==> src/rtl/egg_timer_pkg.sv <==
// Shared egg-timer constants and the per-key event bundle.
// Cycle counts assume the 50 MHz board clock.
package egg_timer_pkg;

    localparam int CLK_HZ                = 50_000_000;
    localparam int DEF_DEBOUNCE_CYCLES   = CLK_HZ / 50;   // 20 ms
    localparam int DEF_HOLD_CYCLES       = CLK_HZ;        // 1 s
    localparam int DEF_REPEAT_CYCLES     = CLK_HZ / 4;    // 250 ms
    localparam int DEF_CNT_WIDTH         = 26;

    typedef struct packed {
        logic pressed;
        logic press_pulse;
        logic release_pulse;
        logic hold;
        logic repeat_pulse;
    } key_evt_t;

endpackage

==> src/rtl/key_channel.sv <==
// One push-button channel: 2-flop synchroniser, debounce, edge pulses,
// long-press hold level and auto-repeat pulse.
module key_channel
    import egg_timer_pkg::*;
#(
    parameter int DEBOUNCE_CYCLES = DEF_DEBOUNCE_CYCLES,
    parameter int HOLD_CYCLES     = DEF_HOLD_CYCLES,
    parameter int REPEAT_CYCLES   = DEF_REPEAT_CYCLES,
    parameter int CNT_WIDTH       = DEF_CNT_WIDTH
) (
    input  logic     clk_i,
    input  logic     rst_ni,
    input  logic     key_n_i,
    output key_evt_t evt_o
);

    localparam logic [CNT_WIDTH-1:0] ONE      = CNT_WIDTH'(1);
    localparam logic [CNT_WIDTH-1:0] DB_LAST  = CNT_WIDTH'(DEBOUNCE_CYCLES - 1);
    localparam logic [CNT_WIDTH-1:0] HOLD_MAX = CNT_WIDTH'(HOLD_CYCLES);
    localparam logic [CNT_WIDTH-1:0] REP_LAST = CNT_WIDTH'(REPEAT_CYCLES - 1);

    logic                 sync1_q, sync2_q;
    logic                 raw_s, hold_s;
    logic                 pressed_q, pressed_d;
    logic                 press_q, press_d;
    logic                 rel_q, rel_d;
    logic                 rep_q, rep_d;
    logic [CNT_WIDTH-1:0] db_cnt_q, db_cnt_d;
    logic [CNT_WIDTH-1:0] hold_cnt_q, hold_cnt_d;
    logic [CNT_WIDTH-1:0] rep_cnt_q, rep_cnt_d;

    assign raw_s  = ~sync2_q;
    assign hold_s = (hold_cnt_q == HOLD_MAX);

    always_comb begin
        pressed_d  = pressed_q;
        press_d    = 1'b0;
        rel_d      = 1'b0;
        db_cnt_d   = '0;
        hold_cnt_d = '0;
        rep_cnt_d  = '0;
        rep_d      = 1'b0;

        if (raw_s != pressed_q) begin
            if (db_cnt_q == DB_LAST) begin
                pressed_d = raw_s;
                press_d   = raw_s;
                rel_d     = ~raw_s;
            end else begin
                db_cnt_d = db_cnt_q + ONE;
            end
        end

        // Gating on pressed_d clears hold/repeat on the release edge itself,
        // so no repeat pulse can land alongside the release pulse.
        if (pressed_q && pressed_d) begin
            hold_cnt_d = hold_s ? hold_cnt_q : hold_cnt_q + ONE;
            if (hold_s) begin
                if (rep_cnt_q == REP_LAST) begin
                    rep_d = 1'b1;
                end else begin
                    rep_cnt_d = rep_cnt_q + ONE;
                end
            end
        end
    end

    always_ff @(posedge clk_i or negedge rst_ni) begin
        if (!rst_ni) begin
            sync1_q    <= 1'b1;
            sync2_q    <= 1'b1;
            pressed_q  <= 1'b0;
            press_q    <= 1'b0;
            rel_q      <= 1'b0;
            rep_q      <= 1'b0;
            db_cnt_q   <= '0;
            hold_cnt_q <= '0;
            rep_cnt_q  <= '0;
        end else begin
            sync1_q    <= key_n_i;
            sync2_q    <= sync1_q;
            pressed_q  <= pressed_d;
            press_q    <= press_d;
            rel_q      <= rel_d;
            rep_q      <= rep_d;
            db_cnt_q   <= db_cnt_d;
            hold_cnt_q <= hold_cnt_d;
            rep_cnt_q  <= rep_cnt_d;
        end
    end

    assign evt_o.pressed       = pressed_q;
    assign evt_o.press_pulse   = press_q;
    assign evt_o.release_pulse = rel_q;
    assign evt_o.hold          = hold_s;
    assign evt_o.repeat_pulse  = rep_q;

endmodule

==> src/rtl/key_conditioner.sv <==
// Conditions the raw active-low board keys for the timer state machine;
// one independent key_channel per key.
module key_conditioner
    import egg_timer_pkg::*;
#(
    parameter int NUM_KEYS        = 2,
    parameter int DEBOUNCE_CYCLES = DEF_DEBOUNCE_CYCLES,
    parameter int HOLD_CYCLES     = DEF_HOLD_CYCLES,
    parameter int REPEAT_CYCLES   = DEF_REPEAT_CYCLES,
    parameter int CNT_WIDTH       = DEF_CNT_WIDTH
) (
    input  logic                clk,
    input  logic                reset,
    input  logic [NUM_KEYS-1:0] keys_n,
    output logic [NUM_KEYS-1:0] pressed,
    output logic [NUM_KEYS-1:0] press_pulse,
    output logic [NUM_KEYS-1:0] release_pulse,
    output logic [NUM_KEYS-1:0] hold,
    output logic [NUM_KEYS-1:0] repeat_pulse
);

    key_evt_t [NUM_KEYS-1:0] evt;

    for (genvar k = 0; k < NUM_KEYS; k++) begin : g_key
        key_channel #(
            .DEBOUNCE_CYCLES (DEBOUNCE_CYCLES),
            .HOLD_CYCLES     (HOLD_CYCLES),
            .REPEAT_CYCLES   (REPEAT_CYCLES),
            .CNT_WIDTH       (CNT_WIDTH)
        ) u_chan (
            .clk_i   (clk),
            .rst_ni  (reset),
            .key_n_i (keys_n[k]),
            .evt_o   (evt[k])
        );

        assign pressed[k]       = evt[k].pressed;
        assign press_pulse[k]   = evt[k].press_pulse;
        assign release_pulse[k] = evt[k].release_pulse;
        assign hold[k]          = evt[k].hold;
        assign repeat_pulse[k]  = evt[k].repeat_pulse;
    end

endmodule

==> config.mk <==
export PLATFORM = sky130hd
export DESIGN_NAME = key_conditioner
export DESIGN_NICKNAME = d
export VERILOG_FILES = /design/src/rtl/egg_timer_pkg.sv /design/src/rtl/key_channel.sv /design/src/rtl/key_conditioner.sv
export SDC_FILE = /design/constraint.sdc
export NUM_CORES = 1
export LEC_CHECK = 0
export ABC_AREA = 1
export CAP_MARGIN = 15
export CORE_ASPECT_RATIO = 0.5
export CORE_UTILIZATION = 40
export CTS_CLUSTER_SIZE = 20
export DETAILED_ROUTE_END_ITERATION = 8
export GPL_TIMING_DRIVEN = 1
export PLACE_DENSITY = 0.57
export SYNTH_ARGS = -nofsm -noshare
export SYNTH_HDL_FRONTEND = slang
export SYNTH_SLANG_ARGS = --single-unit
==> constraint.sdc <==
create_clock -name clk -period 3.5 [get_ports clk]
set_input_delay 0.525 -clock clk [delete_from_list [all_inputs] [get_ports clk]]
set_output_delay 0.525 -clock clk [all_outputs]
set_load 0.02 [all_outputs]
==> results of run 1 <==
## kinds of logic after synthesis
group | Yosys count | synth area share
and+or+nand+nor | 756 | 0.359
buffers and inverters | 192 | 0.0847
DFF | 168 | 0.451
AOI/OAI and AO/OA | 84 | 0.0501
xor gates and xnor gates | 47 | 0.0441
adders and majority gates | 8 | 0.0107
## cell usage in the layout (no fill, tap or decap), types with 8 or more instances in the layout
| cell type | netlist | routed |
|---|---|---|
| a21oi_1 | 42 | 42 |
| a31oi_1 | 12 | 12 |
| clkbuf_16 | 0 | 17 |
| clkdlybuf4s50_1 | 0 | 12 |
| dfrtp_1 | 164 | 164 |
| ha_1 | 8 | 8 |
| inv_1 | 168 | 168 |
| nand2_1 | 222 | 222 |
| nand3_1 | 76 | 76 |
| nand4_1 | 34 | 34 |
| nor2_1 | 275 | 275 |
| nor2_2 | 10 | 10 |
| nor3_1 | 97 | 97 |
| nor3b_1 | 14 | 14 |
| o21ai_0 | 12 | 12 |
| o21ai_1 | 8 | 8 |
| xnor2_1 | 15 | 15 |
| xor2_1 | 32 | 32 |
## registers in the layout, summed over array words and instances, names as in the netlist
signal                   flops
g_key.u_chan.sync2_q         2
g_key.u_chan.db_cnt_q       52
g_key.u_chan.pressed_q       2
g_key.u_chan.press_q         2
g_key.u_chan.rep_cnt_q      52
g_key.u_chan.rel_q           2
g_key.u_chan.hold_cnt_q     52
g_key.u_chan.sync1_q         2
g_key.u_chan.rep_q           2
## through the flow
step                hold WS [ns]  cell area, um2  std cells  total power [mW]
floorplan                  0.229            9330       1255              2.01
global placement           0.367            9750       1559              2.07
detailed placement         0.368            9750       1559              2.07
CTS                       0.0915           10400       1590              4.02
global route               0.110           10400       1590              4.13
finish                    0.0592           10400       1590              3.97
## worst max-delay path, delay by kind of cell, from the launching register on
kind,cells,cell delay [ns]
flops,1,0.41
buf+inv,2,0.74
fa+ha+maj,1,0.17
simple gates,4,0.50
## path summary, 6_finish.rpt
path	start	endpoint	slack [ns]
worst max-delay path	g_key[0].u_chan.hold_cnt_q[0]$_DFFE_PN0P_	hold[0]	0.72
worst min-delay path	reset	g_key[0].u_chan.rep_cnt_q[14]$_DFF_PN0_	0.06
worst max register to register	g_key[0].u_chan.hold_cnt_q[0]$_DFFE_PN0P_	g_key[0].u_chan.rep_cnt_q[25]$_DFF_PN0_	1.27
worst min register to register	g_key[1].u_chan.sync1_q$_DFF_PN1_	g_key[1].u_chan.sync2_q$_DFF_PN1_	0.37
max in group asynchronous	reset	g_key[1].u_chan.db_cnt_q[1]$_DFF_PN0_	2.63
min in group clk	g_key[1].u_chan.sync1_q$_DFF_PN1_	g_key[1].u_chan.sync2_q$_DFF_PN1_	0.37
## metal layers
metal	track usage	vias to the layer above	part of all wire
li1	-	4056	-
met3	0.0346	11	0.031
met2	0.298	131	0.45
met5	0	-	0
met4	0.0490	0	0.0052
met1	0.254	3668	0.51
## power breakdown
group          switching [mW]  internal [mW]
clock network           0.787           1.15
registers             0.00857           1.95
logic                  0.0553         0.0148
## final cells by class
cell class	count	area, um2
Sequential cell	168	4210
Fill cell	2269	12500
Clock inverter	8	113
Timing Repair Buffer	18	181
Tap cell	307	384
Inverter	171	642
Multi-Input combinational cell	895	4330
Clock buffer	23	498
==> results_tabular.tex, run 1 <==
\begin{tabular}{lr}
\hline
Metric & Value \\
\hline
\multicolumn{2}{l}{\textbf{Setup path}} \\
Biggest fanout along the worst timing path & 4 \\
Worst-case reg-to-reg path depth & 8 \\
Crit path DAT & 2.26 ns \\
Cells along the critical path & inv\_1 > ha\_1 > nand3\_1 > nor2\_1 > nand2\_1 > nor2\_2 > clkdlybuf4s50\_1 \\
Category of the critical setup timing path & register to primary output \\
Crit. End Element & primary output \\
CP max stage cell & clkdlybuf4s50\_1 \\
Data required time at the worst endpoint & 2.97 ns \\
Type of element launching the critical path & register \\
Peak per-stage delay on the critical path & 0.65 ns \\
\multicolumn{2}{l}{\textbf{Detailed routing}} \\
Detail-routed via count per cell & 4.95 \\
Average detailed-routed wire length per instance & 13.0 um \\
DRT Pass-1 Iters & 6 \\
Remaining DRCs & 2 \\
Wire length after detailed routing & 20600 um \\
Number of nets with antenna violations after detailed routing & 0 \\
Drt first-iter violations & 505 \\
Via count & 7866 \\
\multicolumn{2}{l}{\textbf{STA}} \\
Final worst clock skew & 0.0113 ns \\
Final min period & 2.78 ns \\
Setup repair after global routing missed its margin & false \\
Fin Setup TNS & 0 ns \\
Max Clock Freq & 0.359 GHz \\
Share of the clock period used by the worst path & 0.795 \\
Hold violation count in the final report & 0 \\
Count of endpoints failing setup in the final report & 0 \\
Setup ws final & 0.717 ns \\
Slew Limit Fails & 0 \\
Slew headroom & 0.352 \\
Measured slew at the worst slew-check pin & 0.968 ns \\
\multicolumn{2}{l}{\textbf{Run status}} \\
Result of the run & finished with violations \\
Failing checks & design-rule violations \\
\multicolumn{2}{l}{\textbf{Flow run}} \\
Maxcap violations & 0 \\
\multicolumn{2}{l}{\textbf{Cells and area}} \\
Fraction of final layout cells sized beyond drive strength 1 & 0.0546 \\
Area added between synthesis and finish & 11.0\% \\
Number of nets in the finished design & 1283 \\
Antenna diodes & 0 \\
Utilization after layout & 0.454 \\
\multicolumn{2}{l}{\textbf{Yosys}} \\
Flop and latch count out of synthesis & 168 \\
Commonest register cell after synthesis & dfrtp\_1 \\
Synth cell count leaders & nor2\_1, nand2\_1, inv\_1 \\
Synthesized netlist cell count & 1255 \\
Top cell type by total area after synthesis & dfrtp\_1 \\
Synthesis warning total & 0 \\
Area fraction of the dominant cell type after synthesis & 0.440 \\
Yosys cell types & 38 \\
Mapped Avg Cell Area & 7.44 um2 \\
Sequential fraction of the synthesis area & 0.451 \\
Cells taking the most area after synthesis & dfrtp\_1, nor2\_1, nand2\_1, inv\_1, nor3\_1 \\
Share of flip-flops with an asynchronous set or reset after synthesis & 1.00 \\
Syn Std Cell Area & 9330 um2 \\
Net count of the mapped netlist & 1267 \\
Post-synth EDFFs & 0 \\
Cell with the most instances after synthesis & nor2\_1 \\
\multicolumn{2}{l}{\textbf{Floorplan}} \\
Initial core utilization & 0.409 \\
Vertical die dimension & 110 um \\
Number of rows in the core area & 39 \\
Floorplan Core Area & 22800 um2 \\
Die area & 24000 um2 \\
Die width & 218 um \\
I/O pin cnt & 14 \\
\multicolumn{2}{l}{\textbf{Clock tree}} \\
Setup bufs post-CTS & 0 \\
Clock latency of the later-clocked register in the worst-skew pair & 0.44 ns \\
Clock buffers created by TritonCTS & 17 \\
Register clock-pin slew on the reported worst setup and hold paths & 0.06 ns \\
Resized cells post-CTS & 0 \\
Quantity of hold-fixing buffers added after cts & 0 \\
Maximum root-to-sink buffer count & 2 \\
CTS Root Buffer Type & clkbuf\_16 \\
CTS sink cnt & 168 \\
TritonCTS clock tree & done \\
H-tree depth & 4 \\
\multicolumn{2}{l}{\textbf{Global routing}} \\
GR Overflow Total & 0 \\
Overall Global Routing Usage & 0.184 \\
Antenna violations before repair & 0 \\
First-pass GRT wire length & 35400 um \\
Pin count of the biggest net entering global routing & 75 \\
Number of global-route vias before repair & 7285 \\
\multicolumn{2}{l}{\textbf{Placement}} \\
Final estimated routing congestion in global placement & 0.891 \\
Number of input and output port buffers inserted & 13 \\
HPWL after detailed placement & 15100 um \\
Worst slack, placed & 1.17 ns \\
\multicolumn{2}{l}{\textbf{Power and ir drop}} \\
Worst vdd ir & 0.000246 V \\
Areal power density over the cells & 383 nW/um2 \\
P\_leak & 4.16 nW \\
\multicolumn{2}{l}{\textbf{Hold path}} \\
Type of the worst min-delay path & input pin to asynchronous set/reset pin \\
\hline
\end{tabular}
Note: power is estimated with default switching activity, not from simulation.
==> inputs of run 2 (changes only) <==
Settings changed: PLACE_DENSITY 0.57 to 0.59.
Clock period 3.5 ns to 2.3 ns, I/O delays scaled along.
==> run 2 against run 1 <==
Net effect:
- the flow now finishes without violations
- critical path type unchanged
- worst hold slack improved by 0.25 ns
- clock power rose by 31%
- critical endpoint is now hold[1]
- critical path depth did not move
- sequential cell count did not move
- final cell count rose by 0.75%
- largest cell class unchanged
- non-clock buffer count rose by 12
- final area barely moved
==> results_tabular.tex, run 2 (same netlist as run 1, synthesis figures left out) <==
\begin{tabular}{lr}
\hline
Metric & Value \\
\hline
\multicolumn{2}{l}{\textbf{Detailed routing}} \\
Number of nets with antenna violations after detailed routing & 0 (unchanged) \\
Via count & 7947 (was 7866) \\
Wire length after detailed routing & 20600 um (about the same) \\
Average detailed-routed wire length per instance & 12.8 um (was 13.0 um) \\
Detail-routed via count per cell & 4.96 (was 4.95) \\
Drt first-iter violations & 505 (unchanged) \\
DRT Pass-1 Iters & 5 (was 6) \\
Remaining DRCs & 0 (was 2) \\
\multicolumn{2}{l}{\textbf{Power and ir drop}} \\
P\_leak & 4.18 nW (was 4.16 nW) \\
Areal power density over the cells & 545 nW/um2 (was 383 nW/um2) \\
Total Power Consumption & 5.65 mW (was 3.97 mW) \\
Worst vdd ir & 0.000285 V (was 0.000246 V) \\
\multicolumn{2}{l}{\textbf{Floorplan}} \\
Number of rows in the core area & 39 (unchanged) \\
Initial core utilization & 0.409 (unchanged) \\
Vertical die dimension & 110 um (unchanged) \\
Floorplan Core Area & 22800 um2 (unchanged) \\
Die width & 218 um (unchanged) \\
Die area & 24000 um2 (unchanged) \\
I/O pin cnt & 14 (unchanged) \\
\multicolumn{2}{l}{\textbf{STA}} \\
Hold violation count in the final report & 0 (unchanged) \\
Count of endpoints failing setup in the final report & 0 (unchanged) \\
Final min period & 2.15 ns \\
Fin Setup TNS & 0 ns (unchanged) \\
Measured slew at the worst slew-check pin & 0.563 ns (was 0.968 ns) \\
Max Clock Freq & 0.464 GHz \\
Share of the clock period used by the worst path & 0.936 \\
Final worst clock skew & 0.00761 ns (was 0.0113 ns) \\
Slew Limit Fails & 0 (unchanged) \\
Slew headroom & 0.622 (was 0.352) \\
Setup repair after global routing missed its margin & false (unchanged) \\
\multicolumn{2}{l}{\textbf{Global routing}} \\
Overall Global Routing Usage & 0.187 (was 0.184) \\
GR Layer Usage met2 & 0.307 (was 0.298) \\
Pin count of the biggest net entering global routing & 55 (was 75) \\
M3 GR Usage & 0.0359 (was 0.0346) \\
Number of global-route vias before repair & 7753 (was 7285) \\
GR Overflow Total & 0 (unchanged) \\
GRT met1 Usage & 0.250 (was 0.254) \\
Busiest layer in global routing & met2 (unchanged) \\
First-pass GRT wire length & 36000 um (was 35400 um) \\
Antenna violations before repair & 0 (unchanged) \\
\multicolumn{2}{l}{\textbf{Clock tree}} \\
Register clock-pin slew on the reported worst setup and hold paths & 0.06 ns (about the same) \\
TritonCTS clock tree & done (unchanged) \\
Maximum root-to-sink buffer count & 2 (unchanged) \\
CTS Root Buffer Type & clkbuf\_16 (unchanged) \\
Clock buffers created by TritonCTS & 17 (unchanged) \\
CTS sink cnt & 168 (unchanged) \\
H-tree depth & 4 (unchanged) \\
Clock latency of the later-clocked register in the worst-skew pair & 0.44 ns (about the same) \\
Setup bufs post-CTS & 0 (unchanged) \\
\multicolumn{2}{l}{\textbf{Setup path}} \\
Crit path DAT & 1.81 ns (was 2.26 ns) \\
Data required time at the worst endpoint & 1.96 ns (was 2.97 ns) \\
Crit. End Element & primary output (unchanged) \\
Peak per-stage delay on the critical path & 0.41 ns (was 0.65 ns) \\
Biggest fanout along the worst timing path & 4 (unchanged) \\
Cells along the critical path & inv\_1 > ha\_1 > nand3\_1 > nor2\_1 > nand2\_1 > nor2\_4 > dlygate4sd2\_1 (was inv\_1 > ha\_1 > nand3\_1 > nor2\_1 > nand2\_1 > nor2\_2 > clkdlybuf4s50\_1) \\
Category of the critical setup timing path & register to primary output (unchanged) \\
CP max stage cell & dfrtp\_1 (was clkdlybuf4s50\_1) \\
Type of element launching the critical path & register (unchanged) \\
\multicolumn{2}{l}{\textbf{Cells and area}} \\
Largest registers & g\_key.u\_chan.db\_cnt\_q: 52 flops, g\_key.u\_chan.hold\_cnt\_q: 52 flops, g\_key.u\_chan.rep\_cnt\_q: 52 flops (unchanged) \\
Antenna diodes & 0 (unchanged) \\
Utilization after layout & 0.454 (about the same) \\
Storage element area & 4210 um2 (unchanged) \\
Multi-input gate area & 4330 um2 (unchanged) \\
Count of non-filler cells in the finished layout & 1602 (was 1590) \\
Area added between synthesis and finish & 11.1\% (was 11.0\%) \\
Fraction of final layout cells sized beyond drive strength 1 & 0.0602 (was 0.0546) \\
Most common cell after layout, fill and taps aside & nor2\_1 (unchanged) \\
\# fillers & 2313 (was 2269) \\
Commonest cells after routing, fill and taps aside & nor2\_1, nand2\_1, inv\_1 (unchanged) \\
Number of nets in the finished design & 1295 (was 1283) \\
\multicolumn{2}{l}{\textbf{Placement}} \\
Number of input and output port buffers inserted & 13 (unchanged) \\
Final estimated routing congestion in global placement & 0.875 (was 0.891) \\
Dpl cells & 1570 (was 1559) \\
HPWL after detailed placement & 15300 um (was 15100 um) \\
\multicolumn{2}{l}{\textbf{Hold path}} \\
Type of the worst min-delay path & input pin to register (was input pin to asynchronous set/reset pin) \\
\multicolumn{2}{l}{\textbf{Run status}} \\
Result of the run & completed (was finished with violations) \\
\multicolumn{2}{l}{\textbf{Flow run}} \\
Maxcap violations & 0 (unchanged) \\
\hline
\end{tabular}
run 2: worst paths after layout:
path | to | from | slack, ns | cells after the start
setup / recovery | hold[1] | g_key[1].u_chan.hold_cnt_q[0]$_DFFE_PN0P_ | 0.15 | 7
hold / removal | g_key[1].u_chan.sync1_q$_DFF_PN1_ | keys_n[1] | 0.31 | 1
setup reg to reg | g_key[1].u_chan.hold_cnt_q[13]$_DFFE_PN0P_ | g_key[1].u_chan.db_cnt_q[0]$_DFF_PN0_ | 0.31 | 9
hold reg to reg | g_key[0].u_chan.sync2_q$_DFF_PN1_ | g_key[0].u_chan.sync1_q$_DFF_PN1_ | 0.36 | 0
max in group asynchronous | g_key[0].u_chan.sync1_q$_DFF_PN1_ | reset | 1.16 | 3
min in group asynchronous | g_key[0].u_chan.rep_cnt_q[14]$_DFF_PN0_ | reset | 0.43 | 2
run 2: final cells by class:
type,instances,area share
Inverter,171,0.0619
Clock buffer,23,0.0442
Clock inverter,8,0.00495
Tap cell,307,0.0370
Sequential cell,168,0.406
Timing Repair Buffer,30,0.0282
Multi-Input combinational cell,895,0.418
run 2: metal layers:
layer / share of wire / routed length (um)
met1: 0.51 / 10400
met2: 0.45 / 9330
met3: 0.027 / 556
met4: 0.013 / 268
met5: 0 / 0
run 2: critical path: cells and delay by family (launching register included):
kind                     cells  cell delay (ns)
buffers and inverters        2             0.45
adder cells (fa/ha/maj)      1             0.15
AND/OR/NAND/NOR              4             0.37
flip-flops                   1             0.41
run 2: metrics by stage:
stage               setup slack, ns  instance area, um2  hold slack (ns)
finish                        0.147               10400            0.313
global route                 0.0216               10400            0.290
CTS                          0.0129               10400            0.292
detailed placement            0.208                9860            0.344
global placement              0.211                9860            0.342
floorplan                     0.639                9330           0.0494
run 2: report_power, final:
| group | total (mW) | leakage, nW | internal [mW] | switching, mW |
|---|---|---|---|---|
| combinational | 0.115 | 1.61 | 0.0282 | 0.0866 |
| clock | 2.55 | 0.243 | 1.39 | 1.16 |
| sequential | 2.98 | 2.33 | 2.97 | 0.0128 |
run 2: what timing repair did:
item                       4_1_cts  5_1_grt
hold buffers                     1        0
cloned                           0        0
hold endpoints to repair        50        0
gates resized for setup          2        2
setup endpoints to repair        2        1
pin swaps                        0        0
